### config.mk
export PLATFORM = sky130hd
export DESIGN_NAME = seven_segment_scan_flat
export DESIGN_NICKNAME = d
export VERILOG_FILES = /design/src/rtl/seven_segment_scan_if.sv /design/src/rtl/seven_segment_scan.sv /design/src/flat_wrapper.sv
export SDC_FILE = /design/constraint.sdc
export NUM_CORES = 1
export LEC_CHECK = 0
export ABC_AREA = 1
export CORE_ASPECT_RATIO = 0.8
export CORE_MARGIN = 2
export CORE_UTILIZATION = 62
export CTS_BUF_LIST = sky130_fd_sc_hd__clkbuf_4 sky130_fd_sc_hd__clkbuf_8 sky130_fd_sc_hd__clkbuf_16
export CTS_CLUSTER_SIZE = 28
export DETAILED_ROUTE_END_ITERATION = 6
export DONT_BUFFER_PORTS = 1
export PLACE_DENSITY = 0.78
export SETUP_SLACK_MARGIN = 0.3
export SYNTH_ARGS = -nofsm -noshare
export SYNTH_HDL_FRONTEND = slang
export SYNTH_SLANG_ARGS = --single-unit
### constraint.sdc
create_clock -name clk -period 2.55 [get_ports clk]
set_input_delay 0.6375 -clock clk [delete_from_list [all_inputs] [get_ports clk]]
set_output_delay 0.6375 -clock clk [all_outputs]
set_load 0.01 [all_outputs]
### src/rtl/seven_segment_scan_if.sv
// Value/strobe in, segment bus and digit enables out, for the scanned
// seven-segment driver.
interface seven_segment_scan_if #(
    parameter int NDIG = 4
);
    logic [4*NDIG-1:0] val;
    logic              load;
    logic [6:0]        seg;
    logic [NDIG-1:0]   an;

    modport master (output val, output load, input seg, input an);
    modport slave  (input val, input load, output seg, output an);
endinterface

### src/rtl/seven_segment_scan.sv
// Time-multiplexed seven-segment driver: shadow-captures a packed hex value and
// scans one digit per DIV-cycle slot, with a blanking prefix at each slot start.
module seven_segment_scan #(
    parameter int NDIG        = 4,
    parameter int DIV         = 1000,
    parameter int BLANK       = 16,
    parameter int ACTIVE_LOW  = 1,
    parameter int LZ_SUPPRESS = 0
) (
    input  logic                 clk,
    input  logic                 rst,
    seven_segment_scan_if.slave  bus
);
    localparam int PW = $clog2(DIV);
    localparam int IW = (NDIG > 1) ? $clog2(NDIG) : 1;
    localparam logic [PW-1:0]   P_LAST  = PW'(DIV - 1);
    localparam logic [IW-1:0]   I_LAST  = IW'(NDIG - 1);
    localparam logic [PW:0]     BLANK_X = (PW + 1)'(BLANK);
    localparam logic [6:0]      SEG_OFF = (ACTIVE_LOW != 0) ? 7'h7F : 7'h00;
    localparam logic [NDIG-1:0] AN_OFF  = (ACTIVE_LOW != 0) ? '1 : '0;

    logic [4*NDIG-1:0] r_sh;
    logic [PW-1:0]     r_p;
    logic [IW-1:0]     r_idx;
    logic [6:0]        r_seg;
    logic [NDIG-1:0]   r_an;

    logic              w_bound;
    logic [PW-1:0]     w_p_nxt;
    logic [IW-1:0]     w_idx_nxt;
    logic [3:0]        w_nib;
    logic              w_bl;
    logic              w_lit;
    logic [NDIG-1:0]   w_sel;

    function automatic logic [6:0] decode(input logic [3:0] n);
        logic [6:0] s;
        case (n)
            4'h0: s = 7'h3F;  4'h1: s = 7'h06;  4'h2: s = 7'h5B;  4'h3: s = 7'h4F;
            4'h4: s = 7'h66;  4'h5: s = 7'h6D;  4'h6: s = 7'h7D;  4'h7: s = 7'h07;
            4'h8: s = 7'h7F;  4'h9: s = 7'h6F;  4'hA: s = 7'h77;  4'hB: s = 7'h7C;
            4'hC: s = 7'h39;  4'hD: s = 7'h5E;  4'hE: s = 7'h79;  default: s = 7'h71;
        endcase
        return s;
    endfunction

    function automatic logic [3:0] nib_at(input logic [4*NDIG-1:0] sh, input logic [IW-1:0] k);
        logic [3:0] n;
        n = 4'h0;
        for (int i = 0; i < NDIG; i++)
            if (k == IW'(i)) n = sh[4*i +: 4];
        return n;
    endfunction

    // A digit above 0 is blank when it and every more significant nibble are zero.
    function automatic logic lz_blank(input logic [4*NDIG-1:0] sh, input logic [IW-1:0] k);
        logic b;
        b = (LZ_SUPPRESS != 0) && (k != '0);
        for (int i = 0; i < NDIG; i++)
            if ((IW'(i) >= k) && (sh[4*i +: 4] != 4'h0)) b = 1'b0;
        return b;
    endfunction

    assign w_bound   = (r_p == P_LAST);
    assign w_p_nxt   = w_bound ? '0 : r_p + PW'(1);
    assign w_idx_nxt = !w_bound ? r_idx : ((r_idx == I_LAST) ? '0 : r_idx + IW'(1));
    assign w_nib     = nib_at(r_sh, w_idx_nxt);
    assign w_bl      = lz_blank(r_sh, w_idx_nxt);
    assign w_lit     = ({1'b0, w_p_nxt} >= BLANK_X);
    assign w_sel     = NDIG'(1) << w_idx_nxt;

    // Outputs are stored already in pin polarity so the pins come straight off flops.
    always_ff @(posedge clk) begin
        if (rst) begin
            r_sh  <= '0;
            r_p   <= P_LAST;
            r_idx <= I_LAST;
            r_seg <= SEG_OFF;
            r_an  <= AN_OFF;
        end else begin
            if (bus.load) r_sh <= bus.val;
            r_p   <= w_p_nxt;
            r_idx <= w_idx_nxt;
            if (w_bound)
                r_seg <= w_bl ? SEG_OFF : ((ACTIVE_LOW != 0) ? ~decode(w_nib) : decode(w_nib));
            r_an  <= w_lit ? ((ACTIVE_LOW != 0) ? ~w_sel : w_sel) : AN_OFF;
        end
    end

    assign bus.seg = r_seg;
    assign bus.an  = r_an;
endmodule

### src/flat_wrapper.sv
// flat-port wrapper written by rule: the top's interface ports become plain ports
module seven_segment_scan_flat 
#(
    parameter int NDIG        = 4,
    parameter int DIV         = 1000,
    parameter int BLANK       = 16,
    parameter int ACTIVE_LOW  = 1,
    parameter int LZ_SUPPRESS = 0
)
  (clk, rst, bus_val, bus_load, bus_seg, bus_an);
  seven_segment_scan_if #(.NDIG(NDIG)) bus_i ();
  input  logic clk;
  input  logic rst;
  input wire logic [$bits(bus_i.val)-1:0] bus_val;
  input wire logic [$bits(bus_i.load)-1:0] bus_load;
  output wire logic [$bits(bus_i.seg)-1:0] bus_seg;
  output wire logic [$bits(bus_i.an)-1:0] bus_an;
  assign bus_i.val = bus_val;
  assign bus_i.load = bus_load;
  assign bus_seg = bus_i.seg;
  assign bus_an = bus_i.an;
  seven_segment_scan #(.NDIG(NDIG), .DIV(DIV), .BLANK(BLANK), .ACTIVE_LOW(ACTIVE_LOW), .LZ_SUPPRESS(LZ_SUPPRESS)) u_core (.clk(clk), .rst(rst), .bus(bus_i));
endmodule
==> results of run 1 <==
==> placed cells by master, fill, tap and decap left out, drive strengths merged <==
master and instances:
xor2 1, nand4 4, ha 10, o21ai 26, nor3 1, nand3b 2
and3 1, or2 5, a21oi 18, nor2 42, nand3 27, nand2 56
clkinvlp 1, inv 28, o211ai 2, clkbuf 7, buf 25, dfxtp 39
==> through the flow <==
stage | cell area [um^2] | util [%]
6_report | 2490 | 82.5
5_1_grt | 2490 | 82.5
4_1_cts | 2260 | 74.8
3_5_place_dp | 1970 | 65.3
3_3_place_gp | 1970 | 65.3
2_1_floorplan | 1930 | -
==> worst max-delay path, cell delays in order (launching register included) <==
cell	delay [ns]
dfxtp_2	0.36
ha_4	0.16
nand2_4	0.07
nor2_4	0.22
buf_12	0.14
nand3_4	0.10
nand2_8	0.12
nand2_4	0.07
o211ai_1	0.28
nand2_4	0.14
ha_4	0.25
inv_2	0.05
nand3_2	0.08
nand3_2	0.10
nand3_2	0.07
nand2_1	0.06
inv_1	0.04
==> timing repair <==
item                       CTS  global route
hold buffers                 0             0
gates resized for setup     28            28
pin swaps                   11            21
gates cloned                 0             0
setup buffers                8            13
setup endpoints to repair    7             7
==> per-layer routing <==
layer | routed length, um | track usage (%)
met2 | 2850 | 46.8
met5 | 0 | 0
met3 | 306 | 7.53
met1 | 2290 | 36.8
met4 | 147 | 10.9
==> state kept, by name, summed over array words and instances, names as in the netlist <==
register and count:
u_core.bus.an 4, u_core.bus.seg 7, u_core.r_idx 2, u_core.r_p 10
u_core.r_sh 16
==> logic make-up after synthesis <==
family | after synthesis | synth area share, %
AO/OA/AOI/OAI | 46 | 12.8
XOR/XNOR | 1 | 0.456
adder cells (fa/ha/maj) | 10 | 6.51
buffers and inverters | 37 | 7.22
flip-flops | 39 | 40.6
AND/OR/NAND/NOR | 138 | 32.4
==> how the worst max path moves through the flow <==
stage	start	end	cells after the start
detailed placement	u_core.r_p[0]	u_core.bus.seg[3]	17
global placement	u_core.r_p[0]	u_core.bus.seg[3]	18
floorplan	u_core.r_p[0]	u_core.bus.seg[3]	18
CTS	u_core.r_p[0]	u_core.bus.seg[3]	18
global route	u_core.r_p[1]	u_core.bus.seg[3]	16
finish	u_core.r_p[1]	u_core.bus.seg[3]	16
==> cell type report <==
| type | instances | share of cell area, % |
|---|---|---|
| inverters | 28 | 4.32 |
| clock buffers | 7 | 3.87 |
| flip-flops and latches | 39 | 31.5 |
| clock inverters | 1 | 0.302 |
| repair buffers | 25 | 8.04 |
| multi-input cells | 195 | 50.0 |
| well taps | 40 | 2.01 |
==> flow_summary.toml, run 1 <==
[die]
fp.dieW_um = 66.3
row_count = 18
coreArea_mm2 = 0.00302
dieArea_mm2 = 0.00357
initial_core_util_pct = 63.7
die_height_um = 53.8
ios = 30

[timing]
drv_slew = 0
period_share_pct = 95.1
skew_ns = 0.0107
hold_viol = 0
setup_viol = 0
fin_tns_setup_ns = 0
final.min_clock_period_ns = 2.42
tightestPinTransition_ns = 0.797
fmax_mhz = 412
rsz0062_at_grt = "yes"
fin_hold_ws_ns = 0.398
fin_ws_ns = 0.126
maxSlewHeadroom_pct = 46.8

[global_routing]
grt_start_max_net_pins = 31
antenna_found_initial = 0
grt_usage_pct = 28.7
grt-ovfl-total = 0
grt_pass1_wl_um = 7610
grt_pass1_vias = 1733

[logic_synthesis]
netlist_top_cells_area = "dfxtp_1 (41%), nand2_1 (9.4%), nor2_1 (7.8%), nand3_1 (7.0%), ha_1 (6.5%)"
synth-main-ff-cell = "dfxtp_1"
yosysWarningCount = 0
synthDistinctLibCells = 25
synth-seq-area-share_pct = 40.6
syn_area_mm2 = 0.00192
synth_edf_count = 0
syn_inst = 271
synth_most_common_cell = "nand2_1"
synth_area_per_cell_um2 = 7.10
netlist_top_cells_count = "nand2_1 (48), nor2_1 (40), dfxtp_1 (39)"
syn_nets = 300
synth-async-reset-ratio_pct = 0
yosysTopAreaCell = "dfxtp_1"
ys_ff_latch = 39
synth_top_area_share_pct = 40.6

[finish]
drive_above_1_share_pct = 29.2
final_nets = 323
diodes = 0
final-seq-area_um2 = 783
syn_to_final_growth_pct = 29.4
multi_input_area_mm2 = 0.00124
fin_cells = 335
nFillCells = 177

[place]
dpl.cell_count = 306
place_ws_ns = 0.0582
dp_hpwl_um = 2980
port_buffers = 0
gp_congestion = 0.898

[critical_path]
cp.required_ns = 2.74
reg2regPathDepth = 16
reg2reg_slack_ns = 0.13
rr_endpoint = "u_core.bus.seg[3]"
end_kind = "register"
r2r-start = "u_core.r_p[1]"
cp-start-kind = "register"
worstSetupPathType = "register to register"
crit_fanout = 6
critPathArrivalTime_ns = 2.62

[clocking]
cts_sinks = 39
clk_latency_ns = 0.30
clockBufferDepth = 2
cts_buffers = 5
cts-root-buf = "clkbuf_8"
h-tree-depth = 2
path_clk_slew_ns = 0.08
tritoncts = "built"

[route]
drtAntennaViolNets = 0
wl_um = 5600
num_vias = 1951
drtPass1Iterations = 6
drc_errors = 0
post_drt_wl_per_cell_um = 16.7
vias_per_cell = 5.82
drtIter0Drc = 185

[hold_path]
holdCritStartpoint = "rst"
whs_path_depth = 1
holdPathEnd = "u_core.r_p[4]"
holdCritPathClass = "input pin to register"

[flow_run]
maxCapViolCount = 0

[status]
status = "finished clean"
Power of run 1 is left out: the tool's default activity adds up to more than one toggle a clock period on the data nets, which glitch-free logic cannot reach.
==> run 2, diff against run 1 <==
--- a/config.mk
+++ b/config.mk
@@ -8,12 +8,11 @@
 export ABC_AREA = 1
 export CORE_ASPECT_RATIO = 0.8
 export CORE_MARGIN = 2
-export CORE_UTILIZATION = 62
+export CORE_UTILIZATION = 53
 export CTS_BUF_LIST = sky130_fd_sc_hd__clkbuf_4 sky130_fd_sc_hd__clkbuf_8 sky130_fd_sc_hd__clkbuf_16
 export CTS_CLUSTER_SIZE = 28
 export DETAILED_ROUTE_END_ITERATION = 6
-export DONT_BUFFER_PORTS = 1
-export PLACE_DENSITY = 0.78
+export PLACE_DENSITY = 0.79
 export SETUP_SLACK_MARGIN = 0.3
 export SYNTH_ARGS = -nofsm -noshare
 export SYNTH_HDL_FRONTEND = slang
==> constraint.sdc (replaced) <==
create_clock -name clk -period 2.7 [get_ports clk]
set_input_delay 0.675 -clock clk [delete_from_list [all_inputs] [get_ports clk]]
set_output_delay 0.675 -clock clk [all_outputs]
set_load 0.01 [all_outputs]
==> flow_summary.toml, run 2 (synthesized netlist as in run 1, its figures left out) <==
[status]
status = "finished clean"

[power_and_ir_drop]
max-vdd-ir-drop_mv = 0.906
power.total_mw = 3.67
p_leak_nw = 1.16
p_per_area_mw_per_mm2 = 1400

[timing]
drv_slew = 0
setup_viol = 0
rsz0062_at_grt = "yes"
period_share_pct = 88.3
fmax_mhz = 419
fin_ws_ns = 0.316
final.min_clock_period_ns = 2.38
tightestPinTransition_ns = 0.522
skew_ns = 0.00694
hold_viol = 0
maxSlewHeadroom_pct = 65.2
fin_tns_setup_ns = 0

[route]
num_vias = 1897
drtPass1Iterations = 5
drtAntennaViolNets = 0
drtIter0Drc = 138
wl_um = 4730
post_drt_wl_per_cell_um = 13.5
vias_per_cell = 5.40
drc_errors = 0

[critical_path]
critPathArrivalTime_ns = 2.58
critPathMostFrequentCell = "nand2_1"
cp.required_ns = 2.89
end_kind = "register"
crit_slowest_cell = "dfxtp_4"
crit_fanout = 5
cp-start-kind = "register"
slowest_delay_ns = 0.38
worstSetupPathType = "register to register"
critical_path.cell_chain = "ha_4 -> nand2_2 -> nor2_4 -> nand2_4 -> nand2_1 -> nand2_2 -> nor2_4 -> nand2_1 -> o211ai_1 -> nand2_4 -> ha_4 -> inv_1 -> nand3_2 -> nand3_1 -> nand3_1 -> nand2_1 -> inv_1"

[clocking]
cts-root-buf = "clkbuf_8"
clockBufferDepth = 2
cts_buffers = 5
cts_sinks = 39
tritoncts = "built"
holdBufCountCts = 0
h-tree-depth = 2
path_clk_slew_ns = 0.08
clk_latency_ns = 0.29

[place]
port_buffers = 29
place_ws_ns = 0.184
placed_area_mm2 = 0.00228
dp_hpwl_um = 3040
gp_congestion = 0.862

[finish]
largest_reg_flops = 16
final_common_cell = "nand2_1"
syn_to_final_growth_pct = 36.0
diodes = 0
nFillCells = 244
mostFrequentLayoutCells = "nand2_1 (43), nor2_1 (37), dfxtp_1 (37)"
final_nets = 337
drive_above_1_share_pct = 19.4
top_register = "u_core.r_sh"
finalInstanceArea_mm2 = 0.00262

[die]
dieArea_mm2 = 0.00413
row_count = 19
coreArea_mm2 = 0.00345
initial_core_util_pct = 55.8
fp.dieW_um = 71.3
die_height_um = 57.9
ios = 30

[hold_path]
holdCritPathClass = "register to register"

[global_routing]
grt_pass1_vias = 1658
grt_usage_pct = 22.2
grt_pass1_wl_um = 7200
antenna_found_initial = 0
grt-ovfl-total = 0
grt_start_max_net_pins = 23

[flow_run]
maxCapViolCount = 0
[run 2: cell types whose count changed in the layout (fill, tap and decap cells not counted), moves of 3 or more]
cell             previous run  this run
clkdlybuf4s50_1             0        29
buf_4                      24         8
nand2_1                    38        43
nand3_1                    18        22
nand2_4                    10         7
nand3_4                     3         0
[run 2: final cells by class]
class                      instances  area (um^2)  area share, %
tap                               42         52.6           2.01
multi-input combinational        195         1170           44.7
timing repair buffer              39          382           14.6
inverter                          28          105           4.02
clock inverter                     2         35.0           1.34
clock buffer                       6         82.6           3.16
sequential                        39          788           30.1
[run 2: per-stage QoR]
| step | std cells | hold slack [ns] | utilization, % |
|---|---|---|---|
| final | 351 | 0.465 | 75.9 |
| after global routing | 351 | 0.488 | 75.9 |
| after CTS | 346 | 0.463 | 70.1 |
| after detailed placement | 338 | 0.452 | 66.2 |
| after global placement | 338 | 0.448 | 66.2 |
| after floorplan | 271 | 0.434 | - |
[run 2: worst max-delay path, delay by kind of cell, from the launching register on]
kind                       cells  cell delay [ns]
DFF                            1             0.38
adders and majority gates      2             0.37
AOI/OAI and AO/OA              1             0.16
buffers and inverters          2             0.09
and+or+nand+nor               12             1.27
[run 2: what timing repair did]
| item | 4_1_cts | 5_1_grt |
|---|---|---|
| pin swaps | 0 | 11 |
| cloned | 0 | 0 |
| buffers inserted | 0 | 5 |
| resized for setup | 6 | 36 |
| setup endpoints to repair | 7 | 7 |
[run 2: power breakdown]
group	internal [mW]	switching, mW	total [mW]
registers	0.743	0.111	0.854
logic	0.904	1.41	2.31
clock network	0.299	0.206	0.505
total	1.95	1.73	3.67
[run 2: per-layer routing]
metal | vias up | global-route usage (%) | share of wire, %
met2 | 65 | 35.7 | 46
met4 | 0 | 6.47 | 0.85
met1 | 875 | 29.4 | 47
li1 | 951 | - | -
met3 | 6 | 6.26 | 5.8
met5 | - | 0 | 0
[run 2: path summary, 6_finish.rpt]
path	cells past startpoint	slack, ns	to	startpoint
setup / recovery	17	0.32	u_core.bus.seg[3]	u_core.r_p[0]
hold / removal	2	0.47	u_core.r_sh[15]	u_core.r_sh[15]
setup reg to reg	17	0.32	u_core.bus.seg[3]	u_core.r_p[0]
hold reg to reg	2	0.47	u_core.r_sh[15]	u_core.r_sh[15]
Note: power is estimated with default switching activity, not from simulation.
==> run 3, diff against run 2 <==
--- a/config.mk
+++ b/config.mk
@@ -12,7 +12,7 @@
 export CTS_BUF_LIST = sky130_fd_sc_hd__clkbuf_4 sky130_fd_sc_hd__clkbuf_8 sky130_fd_sc_hd__clkbuf_16
 export CTS_CLUSTER_SIZE = 28
 export DETAILED_ROUTE_END_ITERATION = 6
-export PLACE_DENSITY = 0.79
+export PLACE_DENSITY = 0.9
 export SETUP_SLACK_MARGIN = 0.3
 export SYNTH_ARGS = -nofsm -noshare
 export SYNTH_HDL_FRONTEND = slang
==> flow_summary.toml, run 3 (synthesized netlist as in run 1, its figures left out) <==
[status]
status = "finished clean"

[critical_path]
crit_slowest_cell = "dfxtp_4"
crit_fanout = 5
slowest_delay_ns = 0.37
worstSetupPathType = "register to register"
critical_path.cell_chain = "ha_4 -> nand2_2 -> nor2_4 -> nand2_4 -> nand2_1 -> nand2_2 -> nor2_4 -> nand2_1 -> nand4_1 -> inv_2 -> ha_1 -> inv_1 -> nand3_2 -> nand3_2 -> nand3_1 -> nand2_1 -> inv_1"
critPathMostFrequentCell = "nand2_1"
end_kind = "register"
cp-start-kind = "register"
cp.required_ns = 2.90
critPathArrivalTime_ns = 2.53

[clocking]
cts-root-buf = "clkbuf_8"
clk_latency_ns = 0.30
cts_sinks = 39
clockBufferDepth = 2
path_clk_slew_ns = 0.08
tritoncts = "built"
h-tree-depth = 2
cts_buffers = 5

[power_and_ir_drop]
combPwrFrac_pct = 59.2
switching_share_pct = 44.6
p_leak_nw = 1.15
power_frac_seq_pct = 24.3
pwr-share-clk_pct = 16.5
p_per_area_mw_per_mm2 = 1380
p_switching_mw = 1.55
max-vdd-ir-drop_mv = 0.680
internal_power_mw = 1.93

[global_routing]
grt-ovfl-total = 0
grt_usage_pct = 22.7
antenna_found_initial = 0
grt_pass1_wl_um = 7480
grt_start_max_net_pins = 21
grt_pass1_vias = 1737

[finish]
multi_input_area_mm2 = 0.00109
syn_to_final_growth_pct = 31.8
nFillCells = 270
diodes = 0
mostFrequentLayoutCells = "nand2_1 (43), nor2_1 (37), dfxtp_1 (37)"
final_common_cell = "nand2_1"
top_register = "u_core.r_sh"
finalInstanceArea_mm2 = 0.00253
final-seq-area_um2 = 786
final_nets = 337
utilization_pct = 73.5
largest_reg_flops = 16
fin_cells = 351
drive_above_1_share_pct = 17.2

[timing]
hold_viol = 0
fmax_mhz = 429
rsz0062_at_grt = "yes"
final.min_clock_period_ns = 2.33
fin_hold_ws_ns = 0.461
fin_tns_setup_ns = 0
setup_viol = 0
tightestPinTransition_ns = 0.527
drv_slew = 0
skew_ns = 0.00389
maxSlewHeadroom_pct = 64.8
period_share_pct = 86.3

[route]
drtAntennaViolNets = 0
vias_per_cell = 5.25
drtPass1Iterations = 4
num_vias = 1842
wl_um = 4310
post_drt_wl_per_cell_um = 12.3
drtIter0Drc = 158
drc_errors = 0

[flow_run]
maxCapViolCount = 0

[place]
dp_hpwl_um = 3020
port_buffers = 29
gp_congestion = 0.915
dpl.cell_count = 337
placed_area_mm2 = 0.00226

[die]
coreArea_mm2 = 0.00345
initial_core_util_pct = 55.8
row_count = 19
dieArea_mm2 = 0.00413
fp.dieW_um = 71.3
ios = 30
die_height_um = 57.9

[hold_path]
holdCritPathClass = "register to register"
==> run 3: cell count changes in the layout (fill, tap and decap cells not counted), sizes merged <==
cell | previous run | this run
inv | 28 | 27
bufinv | 1 | 2
clkinvlp | 0 | 1
clkbuf | 6 | 5
==> run 3: worst paths after layout <==
kind,startpoint,end,slack (ns),cells past startpoint
worst max register to register,u_core.r_p[0],u_core.bus.seg[3],0.37,17
worst max-delay path,u_core.r_p[0],u_core.bus.seg[3],0.37,17
worst min register to register,u_core.r_sh[15],u_core.r_sh[15],0.46,2
worst min-delay path,u_core.r_sh[15],u_core.r_sh[15],0.46,2
==> run 3: critical path: cells and delay by family, from the launching register on <==
kind	cells	cell delay, ns
DFF	1	0.37
adders and majority gates	2	0.43
and+or+nand+nor	12	1.25
buffers and inverters	3	0.17
==> run 3: layout make-up <==
class	count	share of cell area, %
clock buffer	5	2.72
multi-input combinational	195	43.0
timing repair buffer	39	14.4
clock inverter	3	2.67
tap	42	2.07
inverter	28	4.15
sequential	39	31.0
==> run 3: layer usage <==
metal  vias up  wire (um)  GRT usage [%]
li1        945          -              -
met1       824       1950           29.5
met2        65       2020           37.0
met3         8        276           4.87
met4         0         63           8.89
met5         -          0              0
==> run 3: repair_timing <==
item	4_1_cts	5_1_grt
pin swaps	0	9
hold buffers	0	0
buffers inserted	1	5
setup endpoints to repair	7	7
gates resized for setup	7	18
==> run 3: per-stage QoR <==
step	worst slack (ns)	total power, mW
floorplan	0.397	2.11
global placement	0.239	2.51
detailed placement	0.0829	2.56
CTS	0.328	3.21
global route	0.196	3.79
finish	0.371	3.49
==> run 3: power groups by stage <==
stage               registers (mW)  clock network [mW]  logic (mW)
floorplan                    0.871                   0        1.24
global placement             0.846                   0        1.67
detailed placement           0.851                   0        1.71
CTS                          0.841               0.584        1.78
global route                 0.870               0.603        2.32
finish                       0.846               0.576        2.07
